==> src/rtl/aes_cbc_rx_chain.sv <==
// Receive-side AES-128 CBC chaining controller: feeds ciphertext blocks to an
// external inverse-cipher core and XORs each result with the chaining value.
module aes_cbc_rx_chain #(
  parameter int BLOCK_W = 128,
  parameter int CNT_W   = 16,
  parameter int TIMEOUT = 64
) (
  input  logic               clk,
  input  logic               rst,
  input  logic               msg_start,
  input  logic [BLOCK_W-1:0] iv,
  input  logic [BLOCK_W-1:0] key,
  input  logic               in_valid,
  output logic               in_ready,
  input  logic [BLOCK_W-1:0] in_data,
  input  logic               in_last,
  output logic               core_start,
  output logic [BLOCK_W-1:0] core_block,
  output logic [BLOCK_W-1:0] core_key,
  input  logic               core_done,
  input  logic [BLOCK_W-1:0] core_result,
  output logic               out_valid,
  input  logic               out_ready,
  output logic [BLOCK_W-1:0] out_data,
  output logic               out_last,
  output logic               busy,
  output logic [CNT_W-1:0]   blk_count,
  output logic               err
);

  localparam int TMO_W = (TIMEOUT > 1) ? $clog2(TIMEOUT) : 1;

  typedef enum logic [2:0] {
    S_IDLE,
    S_WAIT_BLK,
    S_CORE_REQ,
    S_CORE_WAIT,
    S_OUT_HOLD
  } state_e;

  state_e             state_q, state_d;
  logic [BLOCK_W-1:0] chain_q, chain_d;
  logic [BLOCK_W-1:0] key_q, key_d;
  logic [BLOCK_W-1:0] ct_q, ct_d;
  logic [BLOCK_W-1:0] out_data_q, out_data_d;
  logic               last_q, last_d;
  logic               out_valid_q, out_valid_d;
  logic               out_last_q, out_last_d;
  logic               err_q, err_d;
  logic [CNT_W-1:0]   cnt_q, cnt_d;
  logic [TMO_W-1:0]   tmo_q, tmo_d;

  // NOTE: every _d gets its hold value first so no path through the case leaves it unassigned (no latches).
  always_comb begin
    state_d     = state_q;
    chain_d     = chain_q;
    key_d       = key_q;
    ct_d        = ct_q;
    out_data_d  = out_data_q;
    last_d      = last_q;
    out_valid_d = out_valid_q;
    out_last_d  = out_last_q;
    cnt_d       = cnt_q;
    tmo_d       = tmo_q;
    err_d       = 1'b0;

    // A new message may only open from IDLE; anywhere else it is a violation.
    if (msg_start && (state_q != S_IDLE)) err_d = 1'b1;

    case (state_q)
      S_IDLE: begin
        if (msg_start) begin
          chain_d = iv;
          key_d   = key;
          cnt_d   = '0;
          state_d = S_WAIT_BLK;
        end
      end
      S_WAIT_BLK: begin
        if (in_valid) begin
          ct_d    = in_data;
          last_d  = in_last;
          state_d = S_CORE_REQ;
        end
      end
      S_CORE_REQ: begin
        tmo_d   = '0;
        state_d = S_CORE_WAIT;
      end
      S_CORE_WAIT: begin
        if (core_done) begin
          out_data_d  = core_result ^ chain_q;
          chain_d     = ct_q;
          out_last_d  = last_q;
          out_valid_d = 1'b1;
          state_d     = S_OUT_HOLD;
        end else if ((TIMEOUT != 0) && (tmo_q == TMO_W'(TIMEOUT - 1))) begin
          err_d       = 1'b1;
          out_valid_d = 1'b0;
          state_d     = S_IDLE;
        end else begin
          tmo_d = tmo_q + 1'b1;
        end
      end
      S_OUT_HOLD: begin
        if (out_ready) begin
          out_valid_d = 1'b0;
          out_last_d  = 1'b0;
          cnt_d       = cnt_q + 1'b1;
          state_d     = out_last_q ? S_IDLE : S_WAIT_BLK;
        end
      end
      default: state_d = S_IDLE;
    endcase
  end

  // NOTE: the wide data registers are reset too, because the core and
  // plaintext outputs are driven straight from them and must read 0 in reset.
  always_ff @(posedge clk or negedge rst) begin
    if (!rst) begin
      state_q     <= S_IDLE;
      chain_q     <= '0;
      key_q       <= '0;
      ct_q        <= '0;
      out_data_q  <= '0;
      last_q      <= 1'b0;
      out_valid_q <= 1'b0;
      out_last_q  <= 1'b0;
      err_q       <= 1'b0;
      cnt_q       <= '0;
      tmo_q       <= '0;
    end else begin
      // NOTE: non-blocking updates so every register samples pre-edge values.
      state_q     <= state_d;
      chain_q     <= chain_d;
      key_q       <= key_d;
      ct_q        <= ct_d;
      out_data_q  <= out_data_d;
      last_q      <= last_d;
      out_valid_q <= out_valid_d;
      out_last_q  <= out_last_d;
      err_q       <= err_d;
      cnt_q       <= cnt_d;
      tmo_q       <= tmo_d;
    end
  end

  assign in_ready   = (state_q == S_WAIT_BLK);
  assign core_start = (state_q == S_CORE_REQ);
  assign core_block = ct_q;
  assign core_key   = key_q;
  assign busy       = (state_q != S_IDLE);
  assign out_valid  = out_valid_q;
  assign out_data   = out_data_q;
  assign out_last   = out_last_q;
  assign blk_count  = cnt_q;
  assign err        = err_q;

endmodule

==> config.mk <==
export PLATFORM = sky130hd
export DESIGN_NAME = aes_cbc_rx_chain
export DESIGN_NICKNAME = d
export VERILOG_FILES = /design/src/rtl/aes_cbc_rx_chain.sv
export SDC_FILE = /design/constraint.sdc
export NUM_CORES = 1
export LEC_CHECK = 0
export BUFFER_PORTS_ARGS = -buffer_cell sky130_fd_sc_hd__buf_2
export CELL_PAD_IN_SITES_DETAIL_PLACEMENT = 1
export CELL_PAD_IN_SITES_GLOBAL_PLACEMENT = 1
export CORE_AREA = 3 3 360 362
export CTS_CLUSTER_SIZE = 20
export DETAILED_ROUTE_END_ITERATION = 10
export DIE_AREA = 0 0 363 365
export GPL_ROUTABILITY_DRIVEN = 0
export GPL_TIMING_DRIVEN = 0
export PLACE_DENSITY = 0.56
export SYNTH_ARGS = -nofsm -noshare
export SYNTH_HDL_FRONTEND = slang
export SYNTH_SLANG_ARGS = --single-unit
==> constraint.sdc <==
create_clock -name clk -period 2.3 [get_ports clk]
set_input_delay 0.23 -clock clk [delete_from_list [all_inputs] [get_ports clk]]
set_output_delay 0.23 -clock clk [all_outputs]
set_load 0.005 [all_outputs]
==> key figures <==
Placement
  • Post-placement cell count: between 4k and 5k
  • Hpwl dp: 85100 um
  • PortBufs: between 900 and 1k
  • Worst slack, placed: -1950 ps
  • Area of placed instances: 29200 um2

Final layout
  • FF/Latch Area: between 10000 and 15000 um2
  • Finished Layout Cells: 5305
  • Number of nets in the layout: 4109
  • Fin area: 37000 um2
  • Multi-input logic area: ~8400 um2
  • Final core occ: 0.291
  • Filler Cells Inserted: 14.7k
  • Share of cells above drive strength 1: 0.350
  • Synth-to-Final Area Change: 65.7%

Setup path
  • Setup CP Type: register to register
  • Startpoint Class: register
  • Critical Path AT: 2770 ps
  • Critical R2R Launch: state_q[0]
  • Crit-path max FO: 11
  • RR Endpoint: chain_q[14]
  • FF-to-FF path depth: 5
  • Element type at the critical path end: register
  • R2R setup slack: 30 ps
  • CP required: 2800 ps

Worst hold path
  • Worst Hold Class: input port to register
  • Hold_sp: core_result[51]
  • Hold depth: 3
  • Hold path endpoint: out_data[51]

Power
  • Largest vdd supply drop: 0.627 mV
  • Clk network pwr share: 0.239
  • Sw Share: 0.386
  • Tot Pwr: 0.0468 W
  • Comb power frac: 0.391
  • Leakage power: 18.3 nW
  • P_sw: roughly 0.018 W
  • P_int: about 0.029 W
  • Sequential share of power: 0.369
  • Pwr dens: around 1300 nW/um2

Yosys
  • Synthesized instance count: 2075
  • Top FF cell, synth: dfrtp_1
  • Syn Nets: 2596
  • Synth warn: 0
  • Yosys reg bits: 541
  • Seq/Total Area, Yosys: 0.606
  • Post-synth EDFFs: 0
  • Syn_area_per_cell: 10.8 um2
  • Synthesized cell area: roughly 22000 um2
  • Async set-reset flop share out of synthesis: 1.00
  • Distinct cell type count after synthesis: 37

STA
  • Final slew viol count: 0
  • Final worst slack: between 30 and 40 ps
  • Fin crit period: around 2300 ps
  • Fmax achieved: 0.441 GHz
  • Skew final: approximately 26 ps
  • Final Hold Fails: 0
  • Slew HR: 0.534
  • Worst-margin pin slew: 690 ps
  • Final Cycle Share: 0.986
  • Final setup violating endpoints: 0
  • Setup repair after global routing missed its margin: true

Floorplanning
  • CORE AREA: roughly 130000 um2
  • Num ports: slightly above 900
  • Die ar.: ~130000 um2
  • Die Ht: 365 um
  • Die W: 363 um
  • # rows: 131
  • Starting Density: 0.176

GRT
  • Global Route Usage Sum: 0.166
  • Gr ovfl total: 0
  • First-pass GRT wire length: approximately 160000 um
  • Largest net degree at the start of global routing: 112
  • Antenna violations before repair: 14
  • Vias in the first global route: 23.4k

CTS
  • H-tree level count: 3
  • CTS tree: yes
  • CTS max path bufs: 3
  • TritonCTS buffer count: 71
  • Clk slew on worst S/H paths: approximately 60 ps
  • CTS Sinks: 541
  • Root Driver: clkbuf_16
  • Clock latency on the worst-skew pair: 640 ps

Flow run
  • Max Cap Viol: 0

Detailed routing
  • Vias/cell: 4.05
  • Drt wl/cell: 21.6 um
  • Iter 0 DRT Violations: 1113
  • Detailed-route wire length: 114000 um
  • Pre-antenna DRT Iters: 5
  • ANT nets after route: 0
  • DRC Markers: 0
  • Vias: 21.5k

Status
  • Status: finished, final reports clean
[sequential cells by signal, summed over array words and instances, names as in the netlist]
signal      count
tmo_q           6
last_q          1
err             1
blk_count      16
chain_q       128
out_last        1
core_key      128
out_valid       1
state_q         3
out_data      128
core_block    128
[cell families after synthesis]
group	count (synthesis)	share of synthesized area
simple gates	710	0.125
flops	541	0.606
compound gates	299	0.0689
mux	261	0.124
xor+xnor	133	0.0522
buf+inv	129	0.0220
fa+ha+maj	2	0.00112
[how the worst max path moves through the flow]
stage / from / end / slack [ps]
after global routing: state_q[0] / in_ready / -40
after floorplan: state_q[0] / blk_count[15] / 220
after global placement: rst / core_block[104] / -11540
after CTS: state_q[0] / in_ready / -60
after detailed placement: state_q[2] / chain_q[64] / -1950
final: state_q[0] / chain_q[14] / 30
[Yosys cell counts (2+ instances only)]
master	n	area (um2)
a21oi_1	141	706
and3_1	3	18.8
buf_1	10	37.5
buf_2	5	25.0
clkbuf_1	107	402
dfrtp_1	541	13500
ha_1	2	25.0
inv_1	7	26.3
mux2_2	130	1460
mux2i_1	131	1310
nand2_1	530	1990
nand2b_1	2	12.5
nand3_1	5	25.0
nand3b_1	2	15.0
nand4_1	4	25.0
nor2_1	137	514
nor2b_1	5	31.3
nor3_1	2	10.0
nor4_1	2	12.5
o21ai_0	143	716
o31ai_1	8	60.1
o41ai_1	2	17.5
or3_1	6	37.5
or4_1	5	37.5
or4b_2	2	20.0
xnor2_1	132	1160
[final cells by class]
| type | count | area share |
|---|---|---|
| Tap cell | 1662 | 0.0562 |
| Antenna cell | 7 | 0.000474 |
| Timing Repair Buffer | 1444 | 0.268 |
| Inverter | 7 | 0.000710 |
| Buffer | 118 | 0.0197 |
| Sequential cell | 541 | 0.366 |
| Clock inverter | 22 | 0.00626 |
| Multi-Input combinational cell | 1405 | 0.226 |
| Clock buffer | 99 | 0.0561 |
[metrics by stage]
stage,hold slack [ps],setup TNS [ps]
6_report,52.5,0
2_1_floorplan,-65.6,0
3_5_place_dp,154,-510950
5_1_grt,44.2,-75.6
3_3_place_gp,423,-6948850
4_1_cts,3.80,-124
[cell usage in the layout, fill, tap and decap left out, drive strengths merged, types with 3 or more instances in the layout]
master       Yosys  layout
buf             15     952
dfrtp          541     541
nand2          530     530
dlygate4sd3      0     512
clkbuf         107     197
o21ai          143     143
a21oi          141     141
nor2           137     137
xnor2          132     132
mux2i          131     131
mux2           130     130
clkinv           0      11
inv              7      10
o31ai            8       8
diode            0       7
or3              6       6
nand3            5       5
or4              5       5
clkinvlp         0       5
nor2b            5       5
nand4            4       4
bufinv           0       3
and3             3       3
[worst max-delay path: stages, from the launching register on]
cell and delay (ps):
dfrtp_2 450, or4b_4 660, nand2_2 190, clkbuf_8 280, clkbuf_2 380, a21oi_1 120
[power by group through the flow]
stage	clock network, W	logic (W)	registers (W)
final	0.0112	0.0183	0.0173
after global routing	0.0120	0.0202	0.0178
after CTS	0.0116	0.0185	0.0172
after detailed placement	0	0.0174	0.0173
after global placement	0	0.0171	0.0171
after floorplan	0	0.00816	0.0169
[timing repair]
action                                 CTS  global route
cloned                                   0             0
gates resized for setup                127            42
hold buffers                           512             0
setup buffers                            2             0
endpoints found under the hold margin  755             0
setup endpoints to repair              536           232
[metal layers]
layer / wire [um] / up-vias / track usage
met1: 46900 / 10700 / 0.199
met3: 6390 / 171 / 0.0400
met2: 57700 / 728 / 0.293
met5: 38 / - / 0
li1: - / 9916 / -
met4: 3410 / 6 / 0.0496
Power figures use the tool's default switching activity.
